**src/rtl/channel_dump_if.sv**
```systemverilog
// channel_dump_if: bundles the dump request, capture RAM read port and
// UART byte handshake seen by channel_dump.
// The dump block itself connects through the slave modport.
// The capture controller, RAM and UART side connects through the master modport.
interface channel_dump_if #(
  parameter int AW = 9,
  parameter int DW = 8
);
  logic          dump;
  logic [1:0]    dump_chan;
  logic [AW-1:0] start_addr;
  logic [DW-1:0] rdata_ch1;
  logic [DW-1:0] rdata_ch2;
  logic [DW-1:0] rdata_ch3;
  logic [AW-1:0] rd_addr;
  logic          rd_en;
  logic [DW-1:0] tx_data;
  logic          trmt;
  logic          tx_done;
  logic          busy;
  logic          dump_fin;
  logic          dump_err;

  modport master (
    output dump, dump_chan, start_addr, rdata_ch1, rdata_ch2, rdata_ch3, tx_done,
    input  rd_addr, rd_en, tx_data, trmt, busy, dump_fin, dump_err
  );

  modport slave (
    input  dump, dump_chan, start_addr, rdata_ch1, rdata_ch2, rdata_ch3, tx_done,
    output rd_addr, rd_en, tx_data, trmt, busy, dump_fin, dump_err
  );
endinterface

```
**src/rtl/channel_dump.sv**
```systemverilog
// channel_dump: after a capture completes, this block streams one channel's
// circular capture RAM to the UART, oldest sample first.
// Each byte goes out with a trmt/tx_done handshake, and dump_fin pulses once
// the whole trace has been sent.
// Optional feature macro DUMP_HDR_EN: when it is defined, two header bytes
// (8'hA5, then the channel number) are sent before the samples.
module channel_dump #(
  parameter int DEPTH = 512,
  parameter int AW    = 9,
  parameter int DW    = 8
) (
  input  logic           clk,
  input  logic           rst_n,
  channel_dump_if.slave  bus
);

  localparam int CW = AW + 1;

  typedef enum logic [2:0] {
    IDLE,
`ifdef DUMP_HDR_EN
    HDR,
`endif
    RD,
    LATCH,
    TX,
    WAIT,
    FIN
  } state_t;

  state_t        state_q, state_d;
  logic [1:0]    chan_q, chan_d;
  logic [AW-1:0] rd_addr_q, rd_addr_d;
  logic [CW-1:0] cnt_q, cnt_d;
  logic [DW-1:0] tx_data_q, tx_data_d;
  logic          rd_en_q, rd_en_d;
  logic          trmt_q, trmt_d;
  logic          busy_q, busy_d;
  logic          dump_fin_q, dump_fin_d;
  logic          dump_err_q, dump_err_d;
  logic [DW-1:0] rdata_sel;
`ifdef DUMP_HDR_EN
  logic          hdr_idx_q, hdr_idx_d;
`endif

  // Pick the read data of the channel latched at dump accept
  always_comb begin
    rdata_sel = bus.rdata_ch1;
    case (chan_q)
      2'b01:   rdata_sel = bus.rdata_ch2;
      2'b10:   rdata_sel = bus.rdata_ch3;
      default: rdata_sel = bus.rdata_ch1;
    endcase
  end

  // Next-state and next-output logic. The strobes rd_en, trmt, dump_fin and
  // dump_err are computed one cycle early so that they come straight from flops.
  always_comb begin
    state_d    = state_q;
    chan_d     = chan_q;
    rd_addr_d  = rd_addr_q;
    cnt_d      = cnt_q;
    tx_data_d  = tx_data_q;
    rd_en_d    = 1'b0;
    trmt_d     = 1'b0;
    dump_fin_d = 1'b0;
    dump_err_d = 1'b0;
`ifdef DUMP_HDR_EN
    hdr_idx_d  = hdr_idx_q;
`endif
    case (state_q)
      IDLE: begin
        if (bus.dump) begin
          if (bus.dump_chan == 2'b11) begin
            dump_err_d = 1'b1;
          end else begin
            chan_d    = bus.dump_chan;
            rd_addr_d = bus.start_addr;
            cnt_d     = '0;
`ifdef DUMP_HDR_EN
            state_d   = HDR;
            tx_data_d = DW'(8'hA5);
            trmt_d    = 1'b1;
            hdr_idx_d = 1'b0;
`else
            state_d   = RD;
            rd_en_d   = 1'b1;
`endif
          end
        end
      end
`ifdef DUMP_HDR_EN
      HDR: begin
        if (bus.tx_done && !trmt_q) begin
          if (!hdr_idx_q) begin
            tx_data_d = DW'(chan_q);
            trmt_d    = 1'b1;
            hdr_idx_d = 1'b1;
          end else begin
            state_d = RD;
            rd_en_d = 1'b1;
          end
        end
      end
`endif
      RD: begin
        state_d = LATCH;
      end
      LATCH: begin
        tx_data_d = rdata_sel;
        trmt_d    = 1'b1;
        state_d   = TX;
      end
      TX: begin
        state_d = WAIT;
      end
      WAIT: begin
        if (bus.tx_done) begin
          if (cnt_q == CW'(DEPTH - 1)) begin
            state_d    = FIN;
            dump_fin_d = 1'b1;
          end else begin
            cnt_d     = cnt_q + 1'b1;
            rd_addr_d = rd_addr_q + 1'b1;
            rd_en_d   = 1'b1;
            state_d   = RD;
          end
        end
      end
      FIN: begin
        state_d = IDLE;
      end
      default: begin
        state_d = IDLE;
      end
    endcase
    busy_d = (state_d != IDLE);
  end

  // State and registered outputs; reset aborts any dump in progress
  always_ff @(posedge clk or negedge rst_n) begin
    if (!rst_n) begin
      state_q    <= IDLE;
      chan_q     <= 2'b00;
      rd_addr_q  <= '0;
      cnt_q      <= '0;
      tx_data_q  <= '0;
      rd_en_q    <= 1'b0;
      trmt_q     <= 1'b0;
      busy_q     <= 1'b0;
      dump_fin_q <= 1'b0;
      dump_err_q <= 1'b0;
`ifdef DUMP_HDR_EN
      hdr_idx_q  <= 1'b0;
`endif
    end else begin
      state_q    <= state_d;
      chan_q     <= chan_d;
      rd_addr_q  <= rd_addr_d;
      cnt_q      <= cnt_d;
      tx_data_q  <= tx_data_d;
      rd_en_q    <= rd_en_d;
      trmt_q     <= trmt_d;
      busy_q     <= busy_d;
      dump_fin_q <= dump_fin_d;
      dump_err_q <= dump_err_d;
`ifdef DUMP_HDR_EN
      hdr_idx_q  <= hdr_idx_d;
`endif
    end
  end

  assign bus.rd_addr  = rd_addr_q;
  assign bus.rd_en    = rd_en_q;
  assign bus.tx_data  = tx_data_q;
  assign bus.trmt     = trmt_q;
  assign bus.busy     = busy_q;
  assign bus.dump_fin = dump_fin_q;
  assign bus.dump_err = dump_err_q;

endmodule

```
**src/flat_wrapper.sv**
```systemverilog
// flat-port wrapper written by rule: the top's interface ports become plain ports
module channel_dump_flat 
#(
  parameter int DEPTH = 512,
  parameter int AW    = 9,
  parameter int DW    = 8
)
  (clk, rst_n, bus_dump, bus_dump_chan, bus_start_addr, bus_rdata_ch1, bus_rdata_ch2, bus_rdata_ch3, bus_tx_done, bus_rd_addr, bus_rd_en, bus_tx_data, bus_trmt, bus_busy, bus_dump_fin, bus_dump_err);
  channel_dump_if #(.AW(AW), .DW(DW)) bus_i ();
  input  logic clk;
  input  logic rst_n;
  input wire logic [$bits(bus_i.dump)-1:0] bus_dump;
  input wire logic [$bits(bus_i.dump_chan)-1:0] bus_dump_chan;
  input wire logic [$bits(bus_i.start_addr)-1:0] bus_start_addr;
  input wire logic [$bits(bus_i.rdata_ch1)-1:0] bus_rdata_ch1;
  input wire logic [$bits(bus_i.rdata_ch2)-1:0] bus_rdata_ch2;
  input wire logic [$bits(bus_i.rdata_ch3)-1:0] bus_rdata_ch3;
  input wire logic [$bits(bus_i.tx_done)-1:0] bus_tx_done;
  output wire logic [$bits(bus_i.rd_addr)-1:0] bus_rd_addr;
  output wire logic [$bits(bus_i.rd_en)-1:0] bus_rd_en;
  output wire logic [$bits(bus_i.tx_data)-1:0] bus_tx_data;
  output wire logic [$bits(bus_i.trmt)-1:0] bus_trmt;
  output wire logic [$bits(bus_i.busy)-1:0] bus_busy;
  output wire logic [$bits(bus_i.dump_fin)-1:0] bus_dump_fin;
  output wire logic [$bits(bus_i.dump_err)-1:0] bus_dump_err;
  assign bus_i.dump = bus_dump;
  assign bus_i.dump_chan = bus_dump_chan;
  assign bus_i.start_addr = bus_start_addr;
  assign bus_i.rdata_ch1 = bus_rdata_ch1;
  assign bus_i.rdata_ch2 = bus_rdata_ch2;
  assign bus_i.rdata_ch3 = bus_rdata_ch3;
  assign bus_i.tx_done = bus_tx_done;
  assign bus_rd_addr = bus_i.rd_addr;
  assign bus_rd_en = bus_i.rd_en;
  assign bus_tx_data = bus_i.tx_data;
  assign bus_trmt = bus_i.trmt;
  assign bus_busy = bus_i.busy;
  assign bus_dump_fin = bus_i.dump_fin;
  assign bus_dump_err = bus_i.dump_err;
  channel_dump #(.DEPTH(DEPTH), .AW(AW), .DW(DW)) u_core (.clk(clk), .rst_n(rst_n), .bus(bus_i));
endmodule
```
**config.mk**
```make
export PLATFORM = sky130hd
export DESIGN_NAME = channel_dump_flat
export DESIGN_NICKNAME = d
export VERILOG_FILES = /design/src/rtl/channel_dump_if.sv /design/src/rtl/channel_dump.sv /design/src/flat_wrapper.sv
export SDC_FILE = /design/constraint.sdc
export NUM_CORES = 1
export LEC_CHECK = 0
export BUFFER_PORTS_ARGS = -buffer_cell sky130_fd_sc_hd__buf_2
export CORE_ASPECT_RATIO = 0.9
export CORE_MARGIN = 10
export CORE_UTILIZATION = 55
export DETAILED_ROUTE_END_ITERATION = 16
export GPL_TIMING_DRIVEN = 0
export HOLD_SLACK_MARGIN = 0.1
export PLACE_DENSITY = 0.85
export SYNTH_ARGS = -nofsm -noshare
export SYNTH_HDL_FRONTEND = slang
export SYNTH_SLANG_ARGS = --single-unit
```
**constraint.sdc**
```tcl
create_clock -name clk -period 3.45 [get_ports clk]
set_input_delay 0.1725 -clock clk [delete_from_list [all_inputs] [get_ports clk]]
set_output_delay 0.1725 -clock clk [all_outputs]
set_load 0.01 [all_outputs]
```
==> qor.yml <==
yosys:
  yosysTopAreaCellShare_pct: 46.5
  ys_warn_count: 0
  yosysTopAreaCell: "dfrtp_1"
  synth.area.top_cells: "dfrtp_1, nand2_1, a21oi_1"
  synth-seq-area-share_pct: 46.5
  synth_edf_count: 0
  synth_fp_nets: 258
  synth.avg_cell_area_um2: 9.25
  ys.flop_type: "dfrtp_1"
  synthCells: 215
  ys_seq_elements: 37
  netlist_area_um2: 1990
  synth_cell_type_count: 45
  ys_async_sr_fraction_pct: 100
final_layout:
  fin_nets: 326
  drive_gt1_share_pct: 28.2
  fin_util_pct: 72.1
  diodes: 0
  nFillCells: 266
  syn_to_final_growth_pct: 24.2
  fin_cells: 328
setup_path:
  critPathLaunchType: "flip-flop"
  worst_ep_required_time_ps: 3620
  path_class: "reg -> reg"
  critPathMostFrequentCell: "buf_2"
  cp_top_family: "compound AO/OA/AOI/OAI gates"
  path_max_fanout: 10
  rrSetupSlack_ps: 1410
  path_cells: "ha_1 > and4b_1 > a31o_2 > buf_2 > buf_2 > o41ai_1"
  endpoint_kind: "flip-flop"
  slowest_delay_ps: 420
  cp_num_buf_inv: 2
  slowest_stage: "dfrtp_1"
  crit_arrival_ps: 2210
hold_path:
  hold_class: "in -> reg"
cts:
  h-tree-depth: 2
  clk_latency_ps: 290
  cts_resized: 0
  root_buffer: "clkbuf_8"
  cts_sinks: 37
  clk_path_buf_depth: 2
  cts_buffers: 5
  clk_pin_slew_ps: 70
  cts_tree: "yes"
timing:
  period_needed_ps: 2040
  period_share_pct: 59.2
  rsz0062_at_grt: "false"
  hold_viol: 0
  max_freq_mhz: 489
  finalMaxSlewViolations: 0
  slew_headroom_pct: 46.4
  skew_ps: 10.2
  setup_viol: 0
  fin_tns_setup_ps: 0
  finalHoldWorstSlack_ps: 144
  worst_slew_pin_slew_ps: 803
routing:
  vias: 1874
  drt_iter0_markers: 268
  dr.pass1.iters: 4
  ant_nets: 0
  viasPerCell: 5.71
  wl_per_cell_um: 15.1
  totalWireLength_mm: 4.96
  drcViolationCount: 0
global_route:
  antenna_found_initial: 0
  grt_pass1_vias: 1826
  grt_pass1_wl_mm: 8.52
  grt_max_degree: 38
  track_usage_pct: 15.4
  overflow: 0
power:
  powerDensity_nw_per_um2: 804
  power_uw: 1990
  p_leak_uw: 0.00120
  ir_drop_mv: 0.405
floorplan:
  io_pins: 61
  die_h_um: 77.1
  die_w_um: 83.4
  die_area_um2: 6430
  core_um2: 3430
  row_count: 20
  initial_core_util_pct: 58.0
status:
  status: "completed"
placement:
  numPortBuffers: 60
  dp_hpwl_mm: 3.72
  place_congestion: 0.834
  place_inst: 319
job:
  drv_cap: 0
## kinds of logic after synthesis
kind of cell	count (synthesis)	synth area share, %
compound gates	70	23.6
xor+xnor	2	0.881
fa+ha+maj	4	2.52
buf+inv	21	5.09
flops	37	46.5
mux	3	1.51
simple gates	78	19.8
## cell usage in the layout (no fill, tap or decap), types with 4 or more instances in the layout
master | Yosys | final
ha_1 | 4 | 4
clkbuf_1 | 8 | 9
nor2_1 | 21 | 21
a22oi_1 | 11 | 11
nand3_1 | 6 | 6
buf_2 | 3 | 63
nand4_1 | 4 | 4
a21oi_1 | 17 | 17
o22ai_1 | 6 | 6
inv_1 | 7 | 7
clkbuf_8 | 0 | 6
dfrtp_1 | 37 | 37
nand2_1 | 26 | 26
o21ai_0 | 12 | 12
a31oi_1 | 5 | 5
or4_1 | 4 | 4
## path summary, 6_finish.rpt
| check | start | end | cells after the start |
|---|---|---|---|
| min in group asynchronous | rst_n | u_core.bus.tx_data[3] | 2 |
| hold reg to reg | u_core.bus.tx_data[6] | u_core.bus.tx_data[6] | 2 |
| hold / removal | bus_start_addr[1] | u_core.bus.rd_addr[1] | 3 |
| max in group asynchronous | rst_n | u_core.cnt_q[7] | 2 |
| setup / recovery | u_core.cnt_q[0] | u_core.cnt_q[7] | 6 |
| setup reg to reg | u_core.cnt_q[0] | u_core.cnt_q[7] | 6 |
## area by class of cell
cell class	count	area (um2)	share of cell area [%]
inverter	7	26.3	1.06
tap	44	55.1	2.23
sequential	37	926	37.5
timing repair buffer	61	310	12.6
buffer	14	75.1	3.04
multi-input combinational	157	962	38.9
clock inverter	1	30.0	1.22
clock buffer	7	86.3	3.49
## routing by layer
metal  vias up  share of wire [%]  global-route usage, %
met1       876                 42                   19.0
met2        67                 50                   25.8
li1        924                  -                      -
met3         7                6.0                   4.01
met5         -                  0                      0
met4         0                1.3                   4.08
## worst reg2reg max path, cell delays in order (launching register included)
cell,delay [ps]
dfrtp_1,420
ha_1,250
and4b_1,210
a31o_2,270
buf_2,200
buf_2,210
o41ai_1,370
## flip-flops by register name, indices dropped and copies added, names as in the netlist
register,count
u_core.bus.rd_en,1
u_core.state_q,3
u_core.bus.busy,1
u_core.chan_q,2
u_core.bus.dump_fin,1
u_core.bus.dump_err,1
u_core.bus.rd_addr,9
u_core.bus.trmt,1
u_core.bus.tx_data,8
u_core.cnt_q,10
## Yosys cell counts, types with 3 or more instances
cell type	n
dfrtp_1	37
nand2_1	26
nor2_1	21
a21oi_1	17
o21ai_0	12
a22oi_1	11
clkbuf_1	8
inv_1	7
nand3_1	6
o22ai_1	6
a31oi_1	5
ha_1	4
nand4_1	4
or4_1	4
buf_2	3
mux2i_1	3
nor3_1	3
o2bb2a_1	3
## where the power goes
group / switching [uW] / internal, uW
Sequential: 116 / 583
Combinational: 529 / 373
Clock: 150 / 236
Total: 795 / 1190
## stage by stage
stage	setup slack [ps]	cell area (um2)
2_1_floorplan	1600	1990
3_3_place_gp	1460	2340
3_5_place_dp	1440	2340
4_1_cts	1410	2470
5_1_grt	1300	2470
6_report	1410	2470
## timing repair
action / in CTS / in global routing
buffers inserted: 0 / 0
hold buffers: 1 / 0
hold endpoints to repair: 37 / 0
setup endpoints to repair: 0 / 0
Note: power is estimated with default switching activity, not from simulation.
